**config.mk**
```make
export PLATFORM = sky130hd
export DESIGN_NAME = intc_prio_flat
export DESIGN_NICKNAME = d
export VERILOG_FILES = /design/src/rtl/intc_pkg.sv /design/src/rtl/intc_prio_if.sv /design/src/rtl/intc_prio_enc.sv /design/src/rtl/intc_prio.sv /design/src/flat_wrapper.sv
export SDC_FILE = /design/constraint.sdc
export NUM_CORES = 1
export LEC_CHECK = 0
export BUFFER_PORTS_ARGS = -buffer_cell sky130_fd_sc_hd__buf_2
export CAP_MARGIN = 15
export CORE_MARGIN = 2
export CORE_UTILIZATION = 35
export CTS_CLUSTER_SIZE = 10
export DETAILED_ROUTE_END_ITERATION = 10
export REMOVE_ABC_BUFFERS = 1
export SYNTH_ARGS = -nofsm -noshare
export SYNTH_HDL_FRONTEND = slang
export SYNTH_SLANG_ARGS = --single-unit
```
**constraint.sdc**
```tcl
create_clock -name clk -period 4.37 [get_ports clk]
set_input_delay 0.874 -clock clk [delete_from_list [all_inputs] [get_ports clk]]
set_output_delay 0.874 -clock clk [all_outputs]
set_load 0.05 [all_outputs]
```
**src/rtl/intc_pkg.sv**
```systemverilog
// Shared definitions for the priority interrupt controller: FSM encoding
// and the register offsets inside the 256-byte register window.
package intc_pkg;

    typedef enum logic [1:0] {
        IDLE    = 2'd0,
        REQ     = 2'd1,
        SERVICE = 2'd2
    } state_e;

    localparam logic [7:0] OFS_TABLE   = 8'h00;
    localparam logic [7:0] OFS_ENABLE  = 8'h80;
    localparam logic [7:0] OFS_PENDING = 8'h84;
    localparam logic [7:0] OFS_STATUS  = 8'h88;
    localparam logic [7:0] OFS_EOI     = 8'h8C;

endpackage

```
**src/rtl/intc_prio_if.sv**
```systemverilog
// CPU data-bus port of the interrupt controller. The CPU side drives
// address/strobe/data, the controller returns combinational read data.
interface intc_prio_if #(
    parameter int DATA_W = 32
);
    logic [31:0]       input_addr;
    logic              write_enable;
    logic [DATA_W-1:0] write_data;
    logic [DATA_W-1:0] read_data;

    modport master (
        output input_addr, write_enable, write_data,
        input  read_data
    );

    modport slave (
        input  input_addr, write_enable, write_data,
        output read_data
    );
endinterface

```
**src/rtl/intc_prio_enc.sv**
```systemverilog
// Lowest-index-wins priority encoder over the eligible request vector.
module prio_enc #(
    parameter int NUM_SRC = 8,
    parameter int ID_W    = 4
) (
    input  logic [NUM_SRC-1:0] eligible,
    output logic [ID_W-1:0]    idx,
    output logic               valid
);

    // Scan from the top down so the lowest set index is the last to assign.
    always_comb begin
        idx   = '0;
        valid = |eligible;
        for (int i = NUM_SRC - 1; i >= 0; i--) begin
            if (eligible[i]) idx = ID_W'(i);
        end
    end

endmodule

```
**src/rtl/intc_prio.sv**
```systemverilog
// Priority interrupt controller: per-source ISR table, enable mask,
// edge-latched pending bits (write-1-to-clear), fixed lowest-index
// priority and an IDLE/REQ/SERVICE handshake with the core.
module intc_prio
    import intc_pkg::*;
#(
    parameter int          NUM_SRC   = 8,
    parameter int          DATA_W    = 32,
    parameter logic [31:0] BASE_ADDR = 32'h0002_0000,
    parameter int          ID_W      = 4
) (
    input  logic               clk,
    input  logic               rst,
    input  logic [NUM_SRC-1:0] done,
    input  logic               IACK,
    intc_prio_if.slave         bus,
    output logic               IRQ,
    output logic [DATA_W-1:0]  isr_addr,
    output logic [ID_W-1:0]    active_id,
    output logic               error
);

    state_e                          state, state_nxt;
    logic [NUM_SRC-1:0][DATA_W-1:0]  isr_tab;
    logic [NUM_SRC-1:0]              enable, pending, done_q;
    logic [NUM_SRC-1:0]              rise, eligible, w1c_mask, ack_clear;
    logic [ID_W-1:0]                 win_id;
    logic                            win_vld;
    logic [DATA_W-1:0]               win_addr;
    logic [7:0]                      ofs;
    logic                            in_win, wr, tab_hit, mapped, eoi_wr;
    logic                            err_set;
    logic                            unused_addr_bits;

    // Bits 15:8 alias inside the window; only the low byte selects a register.
    assign unused_addr_bits = ^bus.input_addr[15:8];

    assign ofs     = bus.input_addr[7:0];
    assign in_win  = (bus.input_addr[31:16] == BASE_ADDR[31:16]);
    assign wr      = bus.write_enable && in_win;
    assign tab_hit = (ofs < 8'(4 * NUM_SRC)) && (ofs[1:0] == 2'b00);
    assign mapped  = tab_hit || ofs == OFS_ENABLE || ofs == OFS_PENDING ||
                     ofs == OFS_STATUS || ofs == OFS_EOI;
    assign eoi_wr  = wr && ofs == OFS_EOI;

    assign rise     = done & ~done_q;
    assign eligible = pending & enable;
    assign w1c_mask = (wr && ofs == OFS_PENDING) ? bus.write_data[NUM_SRC-1:0] : '0;
    assign IRQ      = (state == REQ);

    prio_enc #(.NUM_SRC(NUM_SRC), .ID_W(ID_W)) u_enc (
        .eligible (eligible),
        .idx      (win_id),
        .valid    (win_vld)
    );

    // Table lookup for the winner and one-hot clear of the acknowledged source.
    always_comb begin
        win_addr  = '0;
        ack_clear = '0;
        for (int i = 0; i < NUM_SRC; i++) begin
            if (win_id == ID_W'(i)) win_addr = isr_tab[i];
            if (state == REQ && IACK && active_id == ID_W'(i)) ack_clear[i] = 1'b1;
        end
    end

    // Combinational read mux; anything outside the window or unmapped reads 0.
    always_comb begin
        bus.read_data = '0;
        if (in_win) begin
            for (int i = 0; i < NUM_SRC; i++) begin
                if (tab_hit && ofs == 8'(OFS_TABLE + 8'(4 * i))) bus.read_data = isr_tab[i];
            end
            case (ofs)
                OFS_ENABLE:  bus.read_data = DATA_W'(enable);
                OFS_PENDING: bus.read_data = DATA_W'(pending);
                OFS_STATUS:  bus.read_data = DATA_W'({state, active_id});
                default:     ;
            endcase
        end
    end

    // Software-visible configuration: ISR table and enable mask.
    always_ff @(posedge clk) begin
        if (rst) begin
            isr_tab <= '0;
            enable  <= '0;
        end else if (wr) begin
            for (int i = 0; i < NUM_SRC; i++) begin
                if (tab_hit && ofs == 8'(OFS_TABLE + 8'(4 * i))) isr_tab[i] <= bus.write_data;
            end
            if (ofs == OFS_ENABLE) enable <= bus.write_data[NUM_SRC-1:0];
        end
    end

    // Edge capture and pending bits; a new rise beats a same-cycle clear.
    always_ff @(posedge clk) begin
        if (rst) begin
            done_q  <= '0;
            pending <= '0;
        end else begin
            done_q  <= done;
            pending <= (pending & ~w1c_mask & ~ack_clear) | rise;
        end
    end

    // FSM state register.
    always_ff @(posedge clk) begin
        if (rst) state <= IDLE;
        else     state <= state_nxt;
    end

    // Next-state: grant only from IDLE, IACK ends the request, EOI ends service.
    always_comb begin
        state_nxt = state;
        case (state)
            IDLE:    if (win_vld) state_nxt = REQ;
            REQ:     if (IACK)    state_nxt = SERVICE;
            SERVICE: if (eoi_wr)  state_nxt = IDLE;
            default:              state_nxt = IDLE;
        endcase
    end

    // Freeze the granted source and its vector at the grant edge.
    always_ff @(posedge clk) begin
        if (rst) begin
            active_id <= '0;
            isr_addr  <= '0;
        end else if (state == IDLE && win_vld) begin
            active_id <= win_id;
            isr_addr  <= win_addr;
        end
    end

    assign err_set = (IACK && state != REQ) ||
                     (eoi_wr && state != SERVICE) ||
                     (wr && !mapped);

    // Sticky protocol/decode error, cleared only by reset.
    always_ff @(posedge clk) begin
        if (rst)          error <= 1'b0;
        else if (err_set) error <= 1'b1;
    end

endmodule

```
**src/flat_wrapper.sv**
```systemverilog
// flat-port wrapper written by rule: the top's interface ports become plain ports
module intc_prio_flat import intc_pkg::*;
#(
    parameter int          NUM_SRC   = 8,
    parameter int          DATA_W    = 32,
    parameter logic [31:0] BASE_ADDR = 32'h0002_0000,
    parameter int          ID_W      = 4
)
  (clk, rst, done, IACK, IRQ, isr_addr, active_id, error, bus_input_addr, bus_write_enable, bus_write_data, bus_read_data);
  intc_prio_if #(.DATA_W(DATA_W)) bus_i ();
  input  logic clk;
  input  logic rst;
  input  logic [NUM_SRC-1:0] done;
  input  logic IACK;
  output logic IRQ;
  output logic [DATA_W-1:0] isr_addr;
  output logic [ID_W-1:0] active_id;
  output logic error;
  input wire logic [$bits(bus_i.input_addr)-1:0] bus_input_addr;
  input wire logic [$bits(bus_i.write_enable)-1:0] bus_write_enable;
  input wire logic [$bits(bus_i.write_data)-1:0] bus_write_data;
  output wire logic [$bits(bus_i.read_data)-1:0] bus_read_data;
  assign bus_i.input_addr = bus_input_addr;
  assign bus_i.write_enable = bus_write_enable;
  assign bus_i.write_data = bus_write_data;
  assign bus_read_data = bus_i.read_data;
  intc_prio #(.NUM_SRC(NUM_SRC), .DATA_W(DATA_W), .BASE_ADDR(BASE_ADDR), .ID_W(ID_W)) u_core (.clk(clk), .rst(rst), .done(done), .IACK(IACK), .bus(bus_i), .IRQ(IRQ), .isr_addr(isr_addr), .active_id(active_id), .error(error));
endmodule
```
* After elaboration in Yosys (flattened, before gate mapping)
Cells that the tools add are included.
** Word-level totals
- Bits in registers :: 319
** Cells by class
- Magnitude comparators :: 1
- Equality and inequality tests :: 33
- Multiplexer cells :: 39
- Bitwise logic cells :: 8
- Reduce and logical (&&, ||, !) cells :: 48
** Operators with widths (number)
- 32-bit 2-to-1 mux :: 17
- 32-bit case mux with 3 select lines :: 1
- 8-bit bitwise AND :: 4
- 4-bit by 3-bit equality test with 1-bit output, second input constant :: 8
- 8-bit by 5-bit equality test with 1-bit output, second input constant :: 4
- 8-bit equality test, second input constant :: 4
- 4-bit 2-to-1 mux :: 7
- 1-bit logical AND :: 25
- 8-bit NOT :: 3
- 2-bit AND reduction :: 9
- 16-bit by 2-bit equality test with 1-bit output, second input constant :: 1
- 4-bit by 2-bit equality test with 1-bit output, second input constant :: 4
- 8-bit by 4-bit equality test with 1-bit output, second input constant :: 2
- 4-bit by 1-bit equality test with 1-bit output, second input constant :: 2
- 8-bit by 3-bit equality test with 1-bit output, second input constant :: 1
- 4-bit logical NOT :: 2
- 8-bit logical NOT :: 1
- 8-bit by 6-bit < comparator with 1-bit output, second input constant :: 1
- 1-bit 2-to-1 mux :: 8
- 8-bit 2-to-1 mux :: 1
- 8-bit OR :: 1
- 8-bit OR reduction :: 1
- 1-bit logical OR :: 6
- 2-bit 2-to-1 mux :: 3
- 9 further kinds :: 13

* Logic depth before layout (Yosys ltp)
Gate-level depths: netlist of the first run.
- Depth after elaboration :: 18
- Gate-level depth with buffers :: 9
- Depth with buffers taken out :: 6

* Cells and area by module
A second synthesis of the first run with hierarchy kept.
** Unflattened totals
- Cell total of the unflattened synthesis :: 2022
- Area, all modules :: 15677.5 µm²
** Modules (own cells, without submodules)
- intc_prio :: times used 1, cells an instance 2007, area each 15584.9 µm²
- prio_enc :: times used 1, cells an instance 15, area each 92.6 µm²

* Least setup slack after synthesis of the first run
No wires, ideal clock.
- Kind :: input -> output
- Start point :: input port bus_input_addr[1]
- End point :: output port bus_read_data[21]
- Arrival :: 3362 ps
- Setup slack :: 134 ps
- Cell stages on the path :: 8
- Buffers on the path :: 3
- Cell sequence :: or2_1 > buf_2 > or3_1 > clkbuf_1 > nor2_1 > buf_2 > a22oi_1 > a211oi_1
** On the way
- Longest elaborated chain between the ends :: 13
- Elaborated cells on any way between the ends :: 32
- Classes of those cells :: order compare (1); eq/ne (10); mux (10); reduce/logical (11)
** Ends and longest elaborated chain
- start, declared :: RTL line flat_wrapper.sv:19 : input wire logic [$bits(bus_i.input_addr)-1:0] bus_input_addr;
- 8-bit by 6-bit < comparator with 1-bit output / 2-bit logical NOT (equally long branches) :: RTL line intc_prio.sv:41 : assign tab_hit = (ofs < 8'(4 * NUM_SRC)) && (ofs[1:0] == 2'b00);
- 1-bit logical AND :: RTL line intc_prio.sv:41
- 1-bit logical AND :: RTL line intc_prio.sv:72 : if (tab_hit && ofs == 8'(OFS_TABLE + 8'(4 * i))) bus.read_data = isr_tab[i];
- 32-bit 2-to-1 mux (8 in a row) :: RTL line intc_prio.sv:72
- 32-bit case mux with 3 select lines (*) :: RTL line intc_prio.sv:74 : case (ofs)
- 32-bit 2-to-1 mux (*) :: RTL line intc_prio.sv:70 : if (in_win) begin
- end, declared :: RTL line flat_wrapper.sv:22 : output wire logic [$bits(bus_i.read_data)-1:0] bus_read_data;
Every way passes the cells marked *; elsewhere a longest branch is shown, timed or not.

* Worst setup path in the final report of the first run
- Start point :: input port bus_input_addr[5]
- End point :: output port bus_read_data[9]
** On the way
- Longest elaborated chain between the ends :: 13
- Elaborated cells on any way between the ends :: 31
- Classes of those cells :: order compare (1); eq/ne (10); mux (10); reduce/logical (10)
** Ends and longest elaborated chain (RTL line)
- 8-bit by 6-bit < comparator with 1-bit output :: intc_prio.sv:41
- 1-bit logical AND :: intc_prio.sv:41
- 1-bit logical AND :: intc_prio.sv:72
- 32-bit 2-to-1 mux (8 in a row) :: intc_prio.sv:72
- 32-bit case mux with 3 select lines (*) :: intc_prio.sv:74
- 32-bit 2-to-1 mux (*) :: intc_prio.sv:70
Marks and branches as above.

==> impl_metrics.ini, run 1 <==
[global_routing]
grt_pass1_vias = 15560
grt_use_met3_pct = 5.520
grt_pass1_wl_um = 95210
grt_most_used_layer = met2
grt_max_degree = 81
grt-ovfl-total = 0
met1_usage_pct = 34.56
antenna_found_initial = 3
grt_usage_pct = 26.51
grt_use_met2_pct = 42.29

[timing]
finalSetupViolCount = 0
period_share_pct = 94.83
rsz0062_at_grt = false
slew_violations = 0
finalHoldViolCount = 0
tightest_slew_ns = 1.054
slew_headroom_pct = 29.27
max_freq_mhz = 241.3
layout_min_cycle_time_ns = 4.144
fin_skew_ns = 0.01257

[clocking]
root_buffer = clkbuf_16
cts_resized = 0
clock-sinks = 318
clockBufferDepth = 3
cts_buffers = 39
path_clk_slew_ns = 0.05
post_cts_buffers = 0
h-tree-depth = 2
postCtsHoldBufs = 0
clock_latency_ns = 0.53
cts_tree = done

[yosys]
syn_inst = 2046
synth-seq-cells = 318
yosysMostFrequentCell = nand2_1
ys.warnings.count = 0
synthTopCellsByArea = dfxtp_1 (41%), nand2_1 (16%), a21oi_1 (10%)
yosysTopAreaCell = dfxtp_1
synthDistinctLibCells = 65
synth-edff-count = 0
netlist_area_mm2 = 0.01556
avgSynthCellArea_um2 = 7.605
synth_top_area_share_pct = 40.91
yosysSeqAreaShare_pct = 40.91
synthArstFlopShare_pct = 0
ys.flop_type = dfxtp_1
synthTopCellsByCount = nand2_1 (679), dfxtp_1 (318), a21oi_1 (312)

[critical_path]
path_cells = buf_2 > nor3_1 > buf_4 > and3_1 > o21ai_1 > buf_4 > a211oi_1 > buf_2
startpoint_type = primary input
criticalPathCategory = in2out
max_stage_delay_ns = 0.44
worstPathArrival_ns = 3.27
path_max_fanout = 9
cp_num_buf_inv = 4
critPathTopFamily = buffers and inverters
crit_required_ns = 3.50
crit_path_end_kind = output pin
critical-path-slowest-cell = o21ai_1

[die]
dieArea_mm2 = 0.04616
die_y_um = 214.9
die_w_um = 214.9
core_mm2 = 0.04403
start_util_pct = 35.34
rows = 77
boundaryPins = 146

[min_path]
hold_class = reg2reg

[pwr]
p_leak_nw = 5.979
pwr_density_cell_mw_per_mm2 = 340.1
power_w = 0.006177
peakVddDrop_mv = 0.2388

[layout]
seq_area_mm2 = 0.006366
finish.utilization_pct = 41.25
drive_gt1_share_pct = 16.17
syn2layout_area_growth_pct = 16.73
fillers = 4460
stdcell_area_mm2 = 0.01816
layout.nets = 2192
final_cells = 2720
multiInputGateArea_mm2 = 0.008346

[flow_run]
drv_cap = 0

[routing]
wire_per_inst_um = 23.10
drc_errors = 0
vias_per_cell = 5.940
ant_nets = 0
drt_iter0_drc = 2003
via_count = 16160
dr.pass1.iters = 6
routed_wl_um = 62820

[placed_design]
place_congestion = 0.8970
dp_cells = 2667
post-dp-hpwl_um = 39610
io_buffers = 136
dpl_cell_area_mm2 = 0.01703

[run_status]
status = finished clean
[cell type report]
class | count | area share (%)
Antenna cell | 1 | 0.01378
Clock buffer | 50 | 6.000
Clock inverter | 2 | 0.2136
Inverter | 9 | 0.1860
Multi-Input combinational cell | 1521 | 45.95
Sequential cell | 318 | 35.05
Tap cell | 592 | 4.078
Timing Repair Buffer | 227 | 8.508
[sequential cells by signal, indices dropped and copies added, names as in the netlist]
name,flops
u_core.active_id,3
u_core.done_q,8
u_core.enable,8
u_core.error,1
u_core.isr_addr,32
u_core.isr_tab,256
u_core.pending,8
u_core.state,2
[worst paths after layout]
kind                                              startpoint                          endpoint  slack (ns)  cells after the start
worst max-delay path                       bus_input_addr[5]                  bus_read_data[9]        0.23                      8
worst min-delay path             u_core.done_q[7]$_SDFF_PP0_      u_core.pending[7]$_SDFF_PP0_        0.43                      1
worst max register to register  u_core.pending[3]$_SDFF_PP0_  u_core.isr_addr[25]$_SDFFE_PP0P_        1.45                      6
worst min register to register   u_core.done_q[7]$_SDFF_PP0_      u_core.pending[7]$_SDFF_PP0_        0.43                      1
[cells in the final DEF (no fill, tap or decap), types with 5 or more instances in the layout]
cell / count
nand4_1: 5
and3_1: 5
mux4_2: 22
buf_4: 82
o211ai_1: 17
buf_2: 131
a22o_1: 10
clkbuf_1: 6
a21oi_1: 311
nor2_1: 46
nor3_1: 7
o31ai_1: 19
dfxtp_1: 318
a211oi_1: 35
buf_12: 13
o221ai_1: 19
nor2b_1: 14
clkbuf_16: 41
nor2_2: 10
a32oi_1: 12
a41oi_1: 12
a32o_1: 20
o21ai_0: 49
inv_1: 9
mux2_2: 20
a22oi_1: 41
o22ai_1: 22
a31oi_1: 20
nand2_1: 679
nand3_1: 21
mux2i_1: 37
[cell families after synthesis]
family | count (synthesis) | synth area share, %
flip-flops | 318 | 40.91
buffers and inverters | 207 | 5.846
multiplexers | 79 | 7.012
other | 1 | 0.02410
AO/OA/AOI/OAI | 624 | 25.16
AND/OR/NAND/NOR | 817 | 21.04
[stage by stage]
stage | worst slack (ns) | hold WS (ns) | setup TNS (ns)
floorplan | -0.9767 | 0.3988 | -37.60
global placement | 0.3521 | 0.4049 | 0
detailed placement | 0.3245 | 0.4248 | 0
CTS | 0.3198 | 0.4320 | 0
global route | 0.1543 | 0.4576 | 0
finish | 0.2257 | 0.4349 | 0
[power by group]
group | internal, W | total [W] | switching [W]
Clock | 0.00178 | 0.00300 | 0.00122
Sequential | 0.00291 | 0.00293 | 0.0000140
Combinational | 0.0000702 | 0.000251 | 0.000181
Total | 0.00476 | 0.00618 | 0.00141
[routing by layer]
| metal | wire, um | share of wire [%] |
|---|---|---|
| met1 | 25130 | 40 |
| met2 | 28400 | 45 |
| met3 | 6424 | 10 |
| met4 | 2834 | 4.5 |
| met5 | 30 | 0.048 |
Power figures use the tool's default switching activity.
==> run 2: changes to the inputs <==
BUFFER_PORTS_ARGS = -buffer_cell sky130_fd_sc_hd__clkbuf_2   (was -buffer_cell sky130_fd_sc_hd__buf_2)
==> run 2 against run 1 <==
  * Via count increased by 0.59%
  * Register-to-register slack about the same
  * Clock power down 5%
  * Count of clock-buffer cells in the layout is 2 lower
  * Flip-flop and latch count unchanged
  * Final area is essentially flat
  * Setup slack gained 0.089 ns
  * Critical path type unchanged
==> impl_metrics.ini, run 2 (same netlist as run 1, synthesis figures left out) <==
[clocking]
cts_resized = 0
cts_buffers = 38
h-tree-depth = 2
post_cts_buffers = 0
postCtsHoldBufs = 0
clock-sinks = 318
clock_latency_ns = 0.54
cts_tree = done
root_buffer = clkbuf_16
clockBufferDepth = 3
path_clk_slew_ns = 0.05

[routing]
drt_iter0_drc = 2155
drc_errors = 0
routed_wl_um = 62580
ant_nets = 0
vias_per_cell = 5.990
dr.pass1.iters = 6
via_count = 16250
wire_per_inst_um = 23.07

[layout]
syn2layout_area_growth_pct = 16.68
fillers = 4422
layout.nets = 2188
drive_gt1_share_pct = 15.94
multiInputGateArea_mm2 = 0.008346
largest_reg_flops = 256
top_regs = u_core.isr_tab (256), u_core.isr_addr (32)
diodes = 0
seq_area_mm2 = 0.006366
layout_commonest_cell = nand2_1
regMostFlops = u_core.isr_tab
final_cell_mix = nand2_1 (679), dfxtp_1 (318), a21oi_1 (311)

[timing]
layout_min_cycle_time_ns = 4.055
rsz0062_at_grt = false
slew_violations = 0
setup_tns_ns = 0
tightest_slew_ns = 0.9448
finalHoldViolCount = 0
fin_skew_ns = 0.01539
slew_headroom_pct = 36.94
max_freq_mhz = 246.6
finalSetupViolCount = 0
period_share_pct = 92.79

[die]
boundaryPins = 146
dieArea_mm2 = 0.04616
core_mm2 = 0.04403
rows = 77
die_y_um = 214.9
start_util_pct = 35.34
die_w_um = 214.9

[run_status]
status = finished clean

[global_routing]
grt-ovfl-total = 0
grt_use_met3_pct = 4.968
grt_most_used_layer = met2
grt_usage_pct = 26.14
grt_pass1_wl_um = 93690
grt_use_met2_pct = 41.41
met1_usage_pct = 34.42
grt_max_degree = 187
grt_pass1_vias = 15520
antenna_found_initial = 2

[placed_design]
place_congestion = 0.8993
post-dp-hpwl_um = 38830
io_buffers = 136

[critical_path]
crit_required_ns = 3.50
criticalPathCategory = in2out
path_max_fanout = 10
startpoint_type = primary input
crit_path_end_kind = output pin
worstPathArrival_ns = 3.18

[flow_run]
drv_cap = 0

[pwr]
peakVddDrop_mv = 0.2423
p_leak_nw = 5.890
power_w = 0.006015
pwr_density_cell_mw_per_mm2 = 331.3

[min_path]
hold_class = reg2reg
-- run 2: cell count changes in the layout (fill, tap and decap cells not counted), sizes merged --
cell    before  now
bufinv       1    0
clkbuf      51  171
clkinv       1    0
buf        226  101
diode        1    0
inv          9   10
-- run 2: report_power, final --
part	internal (W)	total (W)	switching, W
Sequential	0.00291	0.00293	0.0000140
Clock	0.00164	0.00284	0.00119
Combinational	0.0000701	0.000251	0.000181
Total	0.00463	0.00601	0.00139
-- run 2: through the flow --
stage | std cells | utilization [%] | setup WS, ns | hold WS (ns) | cell area, um^2
floorplan | 1848 | - | -0.9767 | 0.3988 | 14680
global placement | 2664 | 38.85 | 0.3854 | 0.4054 | 17110
detailed placement | 2664 | 38.85 | 0.3886 | 0.4075 | 17110
CTS | 2713 | 41.23 | 0.3878 | 0.4174 | 18150
global route | 2713 | 41.23 | 0.2864 | 0.4458 | 18150
finish | 2713 | 41.23 | 0.3150 | 0.4135 | 18150
-- run 2: path summary, 6_finish.rpt --
path	from	slack, ns	depth (start not counted)	endpoint
max	bus_input_addr[1]	0.32	8	bus_read_data[9]
min	u_core.done_q[4]$_SDFF_PP0_	0.41	1	u_core.pending[4]$_SDFF_PP0_
min reg2reg	u_core.done_q[4]$_SDFF_PP0_	0.41	1	u_core.pending[4]$_SDFF_PP0_
max reg2reg	u_core.pending[3]$_SDFF_PP0_	1.46	6	u_core.isr_addr[1]$_SDFFE_PP0P_
-- run 2: cell type report --
class	instances	share of cell area, %
repair buffers	224	8.925
well taps	592	4.080
clock inverters	1	0.04824
flip-flops and latches	318	35.07
multi-input cells	1521	45.97
inverters	9	0.1861
clock buffers	48	5.727
-- run 2: worst max-delay path, cell delays in order --
cell	delay (ns)
clkbuf_2	0.13
or2_1	0.26
or3_1	0.53
nor2_2	0.24
buf_4	0.25
a22oi_1	0.12
a211oi_1	0.40
clkbuf_2	0.35
-- run 2: routing by layer --
metal,routed length [um],part of all wire [%],up-vias
li1,-,-,7284
met1,24990,40,7751
met2,28240,45,1019
met3,6487,10,194
met4,2835,4.5,4
met5,30,0.048,-
==> run 3: changes to the inputs <==
RECOVER_POWER = 100   (was default)
==> run 3 against run 2 <==
  * The flow now finishes with violations (capacitance limit, slew limit)
  * Count of clock-buffer cells in the layout is the same
  * First-iteration DRC count about the same
  * Flip-flop and latch count did not move
  * Via count down 0.38%
  * Non-clock buffer count did not move
==> impl_metrics.ini, run 3 (same netlist as run 1, synthesis figures left out) <==
[global_routing]
grt_pass1_vias = 15520
antenna_found_initial = 2
grt_usage_pct = 26.14
grt_max_degree = 187
grt-ovfl-total = 0
grt_pass1_wl_um = 93690

[critical_path]
startpoint_type = primary input
path_max_fanout = 21
worstPathArrival_ns = 3.29
cp_num_buf_inv = 4
critical-path-slowest-cell = a31oi_1
crit_path_end_kind = output pin
max_stage_delay_ns = 0.47
r2r_cells = 9
path_cells = clkbuf_2 > buf_4 > nand2_1 > nor2_1 > clkbuf_1 > a22oi_1 > a31oi_1 > buf_12
r2r_end = u_core.isr_addr[3]$_SDFFE_PP0P_
reg2reg_slack_ns = 0.61
criticalPathCategory = in2out
critPathTopFamily = buffers and inverters
crit_required_ns = 3.50
r2r-start = u_core.pending[3]$_SDFF_PP0_

[layout]
syn2layout_area_growth_pct = 15.73
layout.nets = 2188
drive_gt1_share_pct = 12.92
regMostFlops = u_core.isr_tab
largest_reg_flops = 256
fillers = 4466
diodes = 0
seq_area_mm2 = 0.006366
layout_commonest_cell = nand2_1
multiInputGateArea_mm2 = 0.008333
final_cell_mix = nand2_1 (679), dfxtp_1 (318), a21oi_1 (311)
top_regs = u_core.isr_tab (256), u_core.isr_addr (32)

[placed_design]
post-dp-hpwl_um = 38830
io_buffers = 136
place_congestion = 0.8993
dpl_worst_slack_ns = 0.3886

[timing]
finalHoldViolCount = 0
worst_slack_ns = 0.2029
finalSetupViolCount = 0
max_freq_mhz = 240.0
holdWs_ns = 0.4128
period_share_pct = 95.36
slew_headroom_pct = -47.77
tightest_slew_ns = 2.216
slew_violations = 303
layout_min_cycle_time_ns = 4.167
fin_skew_ns = 0.01357
rsz0062_at_grt = false

[pwr]
pwr_density_cell_mw_per_mm2 = 333.7
p_leak_nw = 5.664
peakVddDrop_mv = 0.2414

[min_path]
hold_depth = 1
hold_path_end = u_core.pending[4]$_SDFF_PP0_
holdCritStartpoint = u_core.done_q[4]$_SDFF_PP0_
hold_class = reg2reg

[clocking]
cts_buffers = 38
path_clk_slew_ns = 0.05
clock-sinks = 318
cts_tree = done
clock_latency_ns = 0.54
cts_resized = 0
postCtsHoldBufs = 0
root_buffer = clkbuf_16
clockBufferDepth = 3
post_cts_buffers = 0
h-tree-depth = 2

[die]
core_mm2 = 0.04403
start_util_pct = 35.34
dieArea_mm2 = 0.04616
die_y_um = 214.9
boundaryPins = 146
die_w_um = 214.9
rows = 77

[routing]
vias_per_cell = 5.968
via_count = 16190
routed_wl_um = 62570
ant_nets = 0
drt_iter0_drc = 2156
drc_errors = 0
wire_per_inst_um = 23.06
dr.pass1.iters = 6

[run_status]
status = finished, violations left
failed_checks = capacitance limit, slew limit

[flow_run]
drv_cap = 3
run 3: area by class of cell:
type / instances / area share (%)
Clock buffer: 48 / 5.774
Clock inverter: 1 / 0.04864
Inverter: 9 / 0.1876
Multi-Input combinational cell: 1521 / 46.28
Sequential cell: 318 / 35.35
Tap cell: 592 / 4.113
Timing Repair Buffer: 224 / 8.248
run 3: worst max path at each step:
stage                                            start                                to  slack, ns  cells past startpoint
final                                bus_input_addr[4]                 bus_read_data[23]       0.20                      8
after detailed placement             bus_input_addr[1]                  bus_read_data[9]       0.39                      8
after floorplan           u_core.pending[3]$_SDFF_PP0_  u_core.isr_addr[14]$_SDFFE_PP0P_      -0.98                      6
after global routing                 bus_input_addr[1]                 bus_read_data[28]       0.18                      8
after CTS                            bus_input_addr[1]                  bus_read_data[9]       0.39                      8
after global placement               bus_input_addr[1]                  bus_read_data[9]       0.39                      8
run 3: power by group:
group,leakage [nW],switching [W],internal [W],total [W]
Sequential,2.56,0.0000142,0.00291,0.00293
Clock,0.514,0.00119,0.00164,0.00283
Combinational,2.59,0.000180,0.0000682,0.000249
Total,5.66,0.00138,0.00462,0.00601
run 3: per-layer routing:
metal	wire, um	GRT usage (%)
met1	25090	34.42
met2	28180	41.41
met3	6371	4.968
met4	2905	12.06
met5	30	0
run 3: through the flow:
| stage | std cells | power, W | TNS (ns) | instance area, um^2 | util, % |
|---|---|---|---|---|---|
| after detailed placement | 2664 | 0.003233 | 0 | 17110 | 38.85 |
| after CTS | 2713 | 0.006049 | 0 | 18150 | 41.23 |
| after floorplan | 1848 | 0.003044 | -37.60 | 14680 | - |
| final | 2713 | 0.006009 | 0 | 18010 | 40.90 |
| after global routing | 2713 | 0.006182 | 0 | 18010 | 40.90 |
| after global placement | 2664 | 0.003230 | 0 | 17110 | 38.85 |
